==> src/rtl/vs_fp_pkg.sv <==
// rtl/vs_fp_pkg.sv - fixed-point types, saturation limits and MAC scheduler state encoding
package vs_fp_pkg;

  typedef logic signed [31:0] fp_32_t;
  typedef logic signed [63:0] fp_64_t;

  // Symmetric range: the library never produces the most negative 32-bit code.
  localparam fp_32_t FP_INT_MAX = 32'sh7FFF_FFFF;
  localparam fp_32_t FP_INT_MIN = -32'sh7FFF_FFFF;

  typedef enum logic [1:0] {IDLE, ACCUM, SCALE, RESULT} mac_sched_state_t;

  function automatic fp_32_t fp_sat64(input fp_64_t v);
    if (v > fp_64_t'(FP_INT_MAX)) return FP_INT_MAX;
    if (v < fp_64_t'(FP_INT_MIN)) return FP_INT_MIN;
    return v[31:0];
  endfunction

endpackage

==> src/rtl/vs_fp_rr_arbiter.sv <==
// rtl/vs_fp_rr_arbiter.sv - combinational round-robin pick of the first request at or after ptr
module vs_fp_rr_arbiter #(
  parameter int NREQ  = 4,
  parameter int IDX_W = $clog2(NREQ)
) (
  input  logic [NREQ-1:0]  req,
  input  logic [IDX_W-1:0] ptr,
  output logic [NREQ-1:0]  grant,
  output logic [IDX_W-1:0] idx,
  output logic             any
);

  logic [IDX_W-1:0] j;

  // Scan from farthest to nearest so the candidate closest to ptr overwrites the rest.
  always_comb begin
    grant = '0;
    idx   = '0;
    any   = |req;
    j     = '0;
    for (int k = NREQ - 1; k >= 0; k--) begin
      j = IDX_W'((int'(ptr) + k) % NREQ);
      if (req[j]) begin
        grant    = '0;
        grant[j] = 1'b1;
        idx      = j;
      end
    end
  end

endmodule

==> src/rtl/vs_fp_mac_sched.sv <==
// rtl/vs_fp_mac_sched.sv - round-robin shared fixed-point MAC; VS_FP_MAC_SCHED_ROUND_EN enables round-half-up scaling
module vs_fp_mac_sched
  import vs_fp_pkg::*;
#(
  parameter int Q     = 15,
  parameter int NREQ  = 4,
  parameter int LEN_W = 8,
  localparam int IDX_W = $clog2(NREQ)
) (
  input  logic                    clock,
  input  logic                    reset_n,
  input  logic [NREQ-1:0]         req_valid,
  input  logic [NREQ*LEN_W-1:0]   req_len,
  output logic [NREQ-1:0]         grant,
  input  logic                    op_valid,
  input  fp_32_t                  op_a,
  input  fp_32_t                  op_b,
  output logic                    op_ready,
  output logic                    res_valid,
  output fp_32_t                  res_data,
  output logic [IDX_W-1:0]        res_id,
  input  logic                    res_ready,
  output logic                    busy
);

`ifdef VS_FP_MAC_SCHED_ROUND_EN
  localparam fp_64_t RND_BIAS = fp_64_t'(64'sd1 <<< (Q - 1));
`else
  localparam fp_64_t RND_BIAS = '0;
`endif

  mac_sched_state_t state, state_nx;

  fp_64_t           acc;
  logic [LEN_W-1:0] count, len_q, len_sel;
  logic [IDX_W-1:0] winner, rr_ptr, res_id_q, arb_idx;
  logic [NREQ-1:0]  grant_q, arb_grant;
  fp_32_t           res_data_q;
  fp_64_t           scaled;
  logic             arb_any, fire, last_beat;

  vs_fp_rr_arbiter #(.NREQ(NREQ), .IDX_W(IDX_W)) u_arb (
    .req   (req_valid),
    .ptr   (rr_ptr),
    .grant (arb_grant),
    .idx   (arb_idx),
    .any   (arb_any)
  );

  always_comb begin
    len_sel = '0;
    for (int i = 0; i < NREQ; i++)
      if (arb_idx == IDX_W'(i)) len_sel = req_len[i*LEN_W +: LEN_W];
  end

  assign fire      = op_valid && (state == ACCUM);
  assign last_beat = fire && (count == len_q - LEN_W'(1));
  assign scaled    = (acc + RND_BIAS) >>> Q;

  always_ff @(posedge clock) begin
    if (!reset_n) state <= IDLE;
    else          state <= state_nx;
  end

  always_comb begin
    state_nx = state;
    case (state)
      IDLE:    if (arb_any) state_nx = (len_sel == '0) ? RESULT : ACCUM;
      ACCUM:   if (last_beat) state_nx = SCALE;
      SCALE:   state_nx = RESULT;
      RESULT:  if (res_ready) state_nx = IDLE;
      default: state_nx = IDLE;
    endcase
  end

  always_comb begin
    grant     = grant_q;
    op_ready  = (state == ACCUM);
    res_valid = (state == RESULT);
    res_data  = res_data_q;
    res_id    = res_id_q;
    busy      = (state != IDLE);
  end

  // Accumulator wraps modulo 2^64; saturation happens only when scaling the result.
  always_ff @(posedge clock) begin
    if (!reset_n) begin
      acc        <= '0;
      count      <= '0;
      len_q      <= '0;
      winner     <= '0;
      rr_ptr     <= '0;
      grant_q    <= '0;
      res_data_q <= '0;
      res_id_q   <= '0;
    end else begin
      case (state)
        IDLE: if (arb_any) begin
          len_q      <= len_sel;
          winner     <= arb_idx;
          grant_q    <= arb_grant;
          acc        <= '0;
          count      <= '0;
          res_data_q <= '0;
          res_id_q   <= arb_idx;
        end
        ACCUM: if (fire) begin
          acc   <= acc + fp_64_t'(op_a) * fp_64_t'(op_b);
          count <= count + LEN_W'(1);
        end
        SCALE: begin
          res_data_q <= fp_sat64(scaled);
          res_id_q   <= winner;
        end
        RESULT: if (res_ready) begin
          grant_q <= '0;
          rr_ptr  <= (winner == IDX_W'(NREQ - 1)) ? '0 : winner + IDX_W'(1);
        end
        default: ;
      endcase
    end
  end

endmodule

==> config.mk <==
export PLATFORM = sky130hd
export DESIGN_NAME = vs_fp_mac_sched
export DESIGN_NICKNAME = d
export VERILOG_FILES = /design/src/rtl/vs_fp_pkg.sv /design/src/rtl/vs_fp_rr_arbiter.sv /design/src/rtl/vs_fp_mac_sched.sv
export SDC_FILE = /design/constraint.sdc
export NUM_CORES = 2
export LEC_CHECK = 0
export ABC_AREA = 1
export BUFFER_PORTS_ARGS = -buffer_cell sky130_fd_sc_hd__buf_2
export CAP_MARGIN = 30
export CORE_ASPECT_RATIO = 0.8
export CORE_MARGIN = 2
export CORE_UTILIZATION = 63
export CTS_BUF_LIST = sky130_fd_sc_hd__clkbuf_4
export DETAILED_ROUTE_END_ITERATION = 8
export MAX_ROUTING_LAYER = met4
export PLACE_DENSITY = 0.86
export SLEW_MARGIN = 5
export SYNTH_ARGS = -nofsm -noshare
export SYNTH_HDL_FRONTEND = slang
export SYNTH_SLANG_ARGS = --single-unit
==> constraint.sdc <==
create_clock -name clock -period 16.5 [get_ports clock]
set_input_delay 2.475 -clock clock [delete_from_list [all_inputs] [get_ports clock]]
set_output_delay 2.475 -clock clock [all_outputs]
set_load 0.01 [all_outputs]
==> key figures <==
Outcome
  – Run status: finished, final reports clean

Worst setup path
  – Setup CP Type: in -> reg
  – Arrival time of data at the critical path endpoint: between 10 and 15 ns
  – Source of the worst register-to-register timing path: acc[18]
  – Slack of the worst reg-to-reg path: ~8.9 ns
  – Data required time at the worst endpoint: roughly 17 ns
  – CP Launch Type: input pin
  – Kind of end point of the critical path: register
  – Worst r2r path cells: 25
  – Top fanout value on the critical path: 32
  – Reg-to-reg critical path endpoint: acc[63]

Layout
  – Signed area change from the synthesized netlist to the final layout: 3.62%
  – Share of layout cells above drive strength 1: under 10%
  – Combined area of the multi-input logic cells: approximately 37000 um2
  – Sequential Area: 2480 um2
  – Number of nets in the finished design: between 7000 and 8000
  – Final-layout fill cell count: a little under 6000

Detailed routing
  – Number of optimization iterations in the first detailed-route pass: 6
  – Iteration-0 DRC count of the detailed router: a little under 4000
  – Vias per inst: approximately 5.5
  – Detailed-route wire length: ~130000 um
  – Post-DRT Antenna Nets: 0
  – Total DRC errors in the routed layout: 0
  – Average routed wire per standard cell: about 19 um
  – Routed vias: 38200

Clock tree
  – Number of hold buffers added after cts: 0
  – Clk Latency, worst-skew pair: 0.62 ns
  – TritonCTS clock tree: built
  – # Post-CTS Setup Buffers: 0
  – H-tree levels: 4
  – Sinks on the clock net: between 100 and 150
  – Reg clk slew, reported paths: ~0.12 ns
  – Library cell used as clock root buffer: clkbuf_4
  – Max Buffers Root-to-Sink: 2
  – Post-CTS sizing: 0
  – Number of clock buffers inserted by TritonCTS: 17

Synth
  – Most frequent cells after synthesis: 1871 x inv_1, 1339 x nand2_1, 1210 x fa_1
  – Count of distinct cell types in the synthesized netlist: 43
  – Most area-hungry cell type in the Yosys netlist: fa_1
  – Count leader, synth: inv_1
  – Per-instance average area after synthesis: 8.00 um2
  – Number of flops mapped to enable cells by yosys: 0
  – Synth top area share: 51.2%
  – Syn nets: around 7500
  – Dominant register cell in the synthesized netlist: dfxtp_1
  – Count of mapped cells out of synthesis: a little under 6000
  – Register bit total from synthesis: around 120
  – FFs w/ async S/R, synth: 0%
  – Cell area after technology mapping: 47300 um2
  – Number of warnings printed during yosys synthesis: 0
  – Ranking of synthesized cells by area: fa_1 51%, inv_1 15%, nand2_1 11%
  – Proportion of synthesized chip area in sequential cells: under 10%

Floorplanning
  – Initial Utilization: roughly 64%
  – Core area: roughly 74000 um2
  – Die Y: around 250 um
  – Die footprint: about 77000 um2
  – Horizontal die dimension: ~310 um
  – Number of ports placed on the die boundary: ~150
  – Standard-cell row count: between 80 and 90

STA
  – Worst slew pin tran: approximately 1 ns
  – Max-slew violation total from the final report: 0
  – Final setup fails: 0
  – Relative max-transition margin: about a third
  – Post-layout min period: ~10 ns
  – Final setup TNS: 0 ns
  – Hold Vio Cnt, Final: 0
  – Timing-limited maximum frequency: approximately 0.096 GHz
  – Share of the clock period used by the worst path: a little over three fifths
  – Unrepaired setup endpoints after global routing: false
  – Clock skew after layout: around 0.028 ns

GRT
  – Combined global-route utilization of all metal layers: between 30% and 40%
  – Maximum number of pins on one net before global-route repair: 53
  – First-pass GRT wire length: between 200000 and 250000 um
  – Total grt overflow: 0
  – Initial antenna violation count: 7
  – Number of global-route vias before repair: about 42000

Run
  – Maximum Capacitance Violations: 0

Hold path
  – Hold Path Class: reg -> reg
  – Hold Path End: res_data[8]
  – Start point of the worst min-delay path: res_data[8]
  – Depth of the worst hold-timing path: 2

Placed design
  – Final RePlAce weighted congestion: just over 1
  – DP Wirelength: around 110000 um
  – Port bufs: 144
==> metrics by stage <==
| stage | setup slack [ns] | hold slack (ns) | cells | utilization [%] | instance area [um2] |
|---|---|---|---|---|---|
| after floorplan | 6.61 | 0.441 | 5910 | - | 47300 |
| after global placement | 5.92 | 0.449 | 6842 | 65.6 | 48500 |
| after detailed placement | 5.66 | 0.453 | 6843 | 65.6 | 48600 |
| after CTS | 6.29 | 0.471 | 6875 | 66.0 | 48900 |
| after global routing | 5.67 | 0.487 | 6887 | 66.2 | 49000 |
| final | 6.07 | 0.471 | 6887 | 66.2 | 49000 |
==> metal layers <==
layer	GRT usage [%]	wire, um
met2	57.2	62400
met1	47.2	49300
met4	16.4	6500
met5	-	0
met3	5.63	11800
==> layout by cell type (no fill, tap or decap), types with 8 or more instances in the layout <==
cell type  count
or2_2         13
dfxtp_1      124
nand2_2       13
nand3_1       96
xor2_1        21
nand2_1     1338
nor4_1        10
buf_4         19
nand4_1       22
ha_1         234
clkbuf_4      17
fa_1        1210
nor2_1       200
o21bai_1      11
o21ai_0      144
nand3b_1       8
inv_1       1870
xnor2_1       19
nor3_1        25
a21o_1         9
a21oi_1      240
buf_2        144
o211ai_1      16
==> worst max-delay path by stage <==
stage | from | endpoint | slack, ns | cells after the start
floorplan | op_a[31] | acc[41] | 6.61 | 24
global placement | op_b[8] | acc[61] | 5.92 | 27
detailed placement | op_a[31] | acc[63] | 5.66 | 28
CTS | op_a[31] | acc[63] | 6.29 | 28
global route | op_a[31] | acc[63] | 5.67 | 28
finish | op_a[31] | acc[63] | 6.07 | 28
==> registers in the layout (all words and copies together), names as in the netlist <==
name / count
rr_ptr: 2
res_id: 2
state: 2
count: 8
res_data: 32
grant: 4
winner: 2
len_q: 8
acc: 64
==> logic make-up after synthesis <==
kind of cell | synth area share, %
AO/OA/AOI/OAI | 5.12
XOR/XNOR | 0.741
adder cells (fa/ha/maj) | 57.4
buffers and inverters | 16.8
flip-flops | 5.25
AND/OR/NAND/NOR | 14.7
==> cell type report <==
cell class	instances	area share, %
flip-flops and latches	124	5.07
multi-input cells	3677	75.3
clock inverters	15	0.401
inverters	1877	14.4
repair buffers	169	2.01
clock buffers	17	0.260
diodes	7	0.0357
well taps	1001	2.56
==> critical path: stages <==
cell and delay [ns]:
buf_2 0.53, nand2_1 0.25, inv_1 0.15, fa_1 0.40, inv_1 0.26, fa_1 0.48, inv_1 0.24, fa_1 0.53
inv_1 0.65, fa_1 0.57, fa_1 0.51, inv_1 0.05, fa_1 0.54, inv_1 0.05, fa_1 0.47, fa_1 0.49
inv_1 0.04, ha_1 0.38, a21oi_1 0.42, nor3_1 0.10, nor3b_1 0.28, o21ai_0 0.17, nor2_1 0.10, o21ai_0 0.08
a21oi_1 0.27, nand3_1 0.17, nand3_1 0.13, a21oi_1 0.07
Power is not shown: default switching activity piles up to over one toggle a cycle in this logic, so the estimate is an artifact.
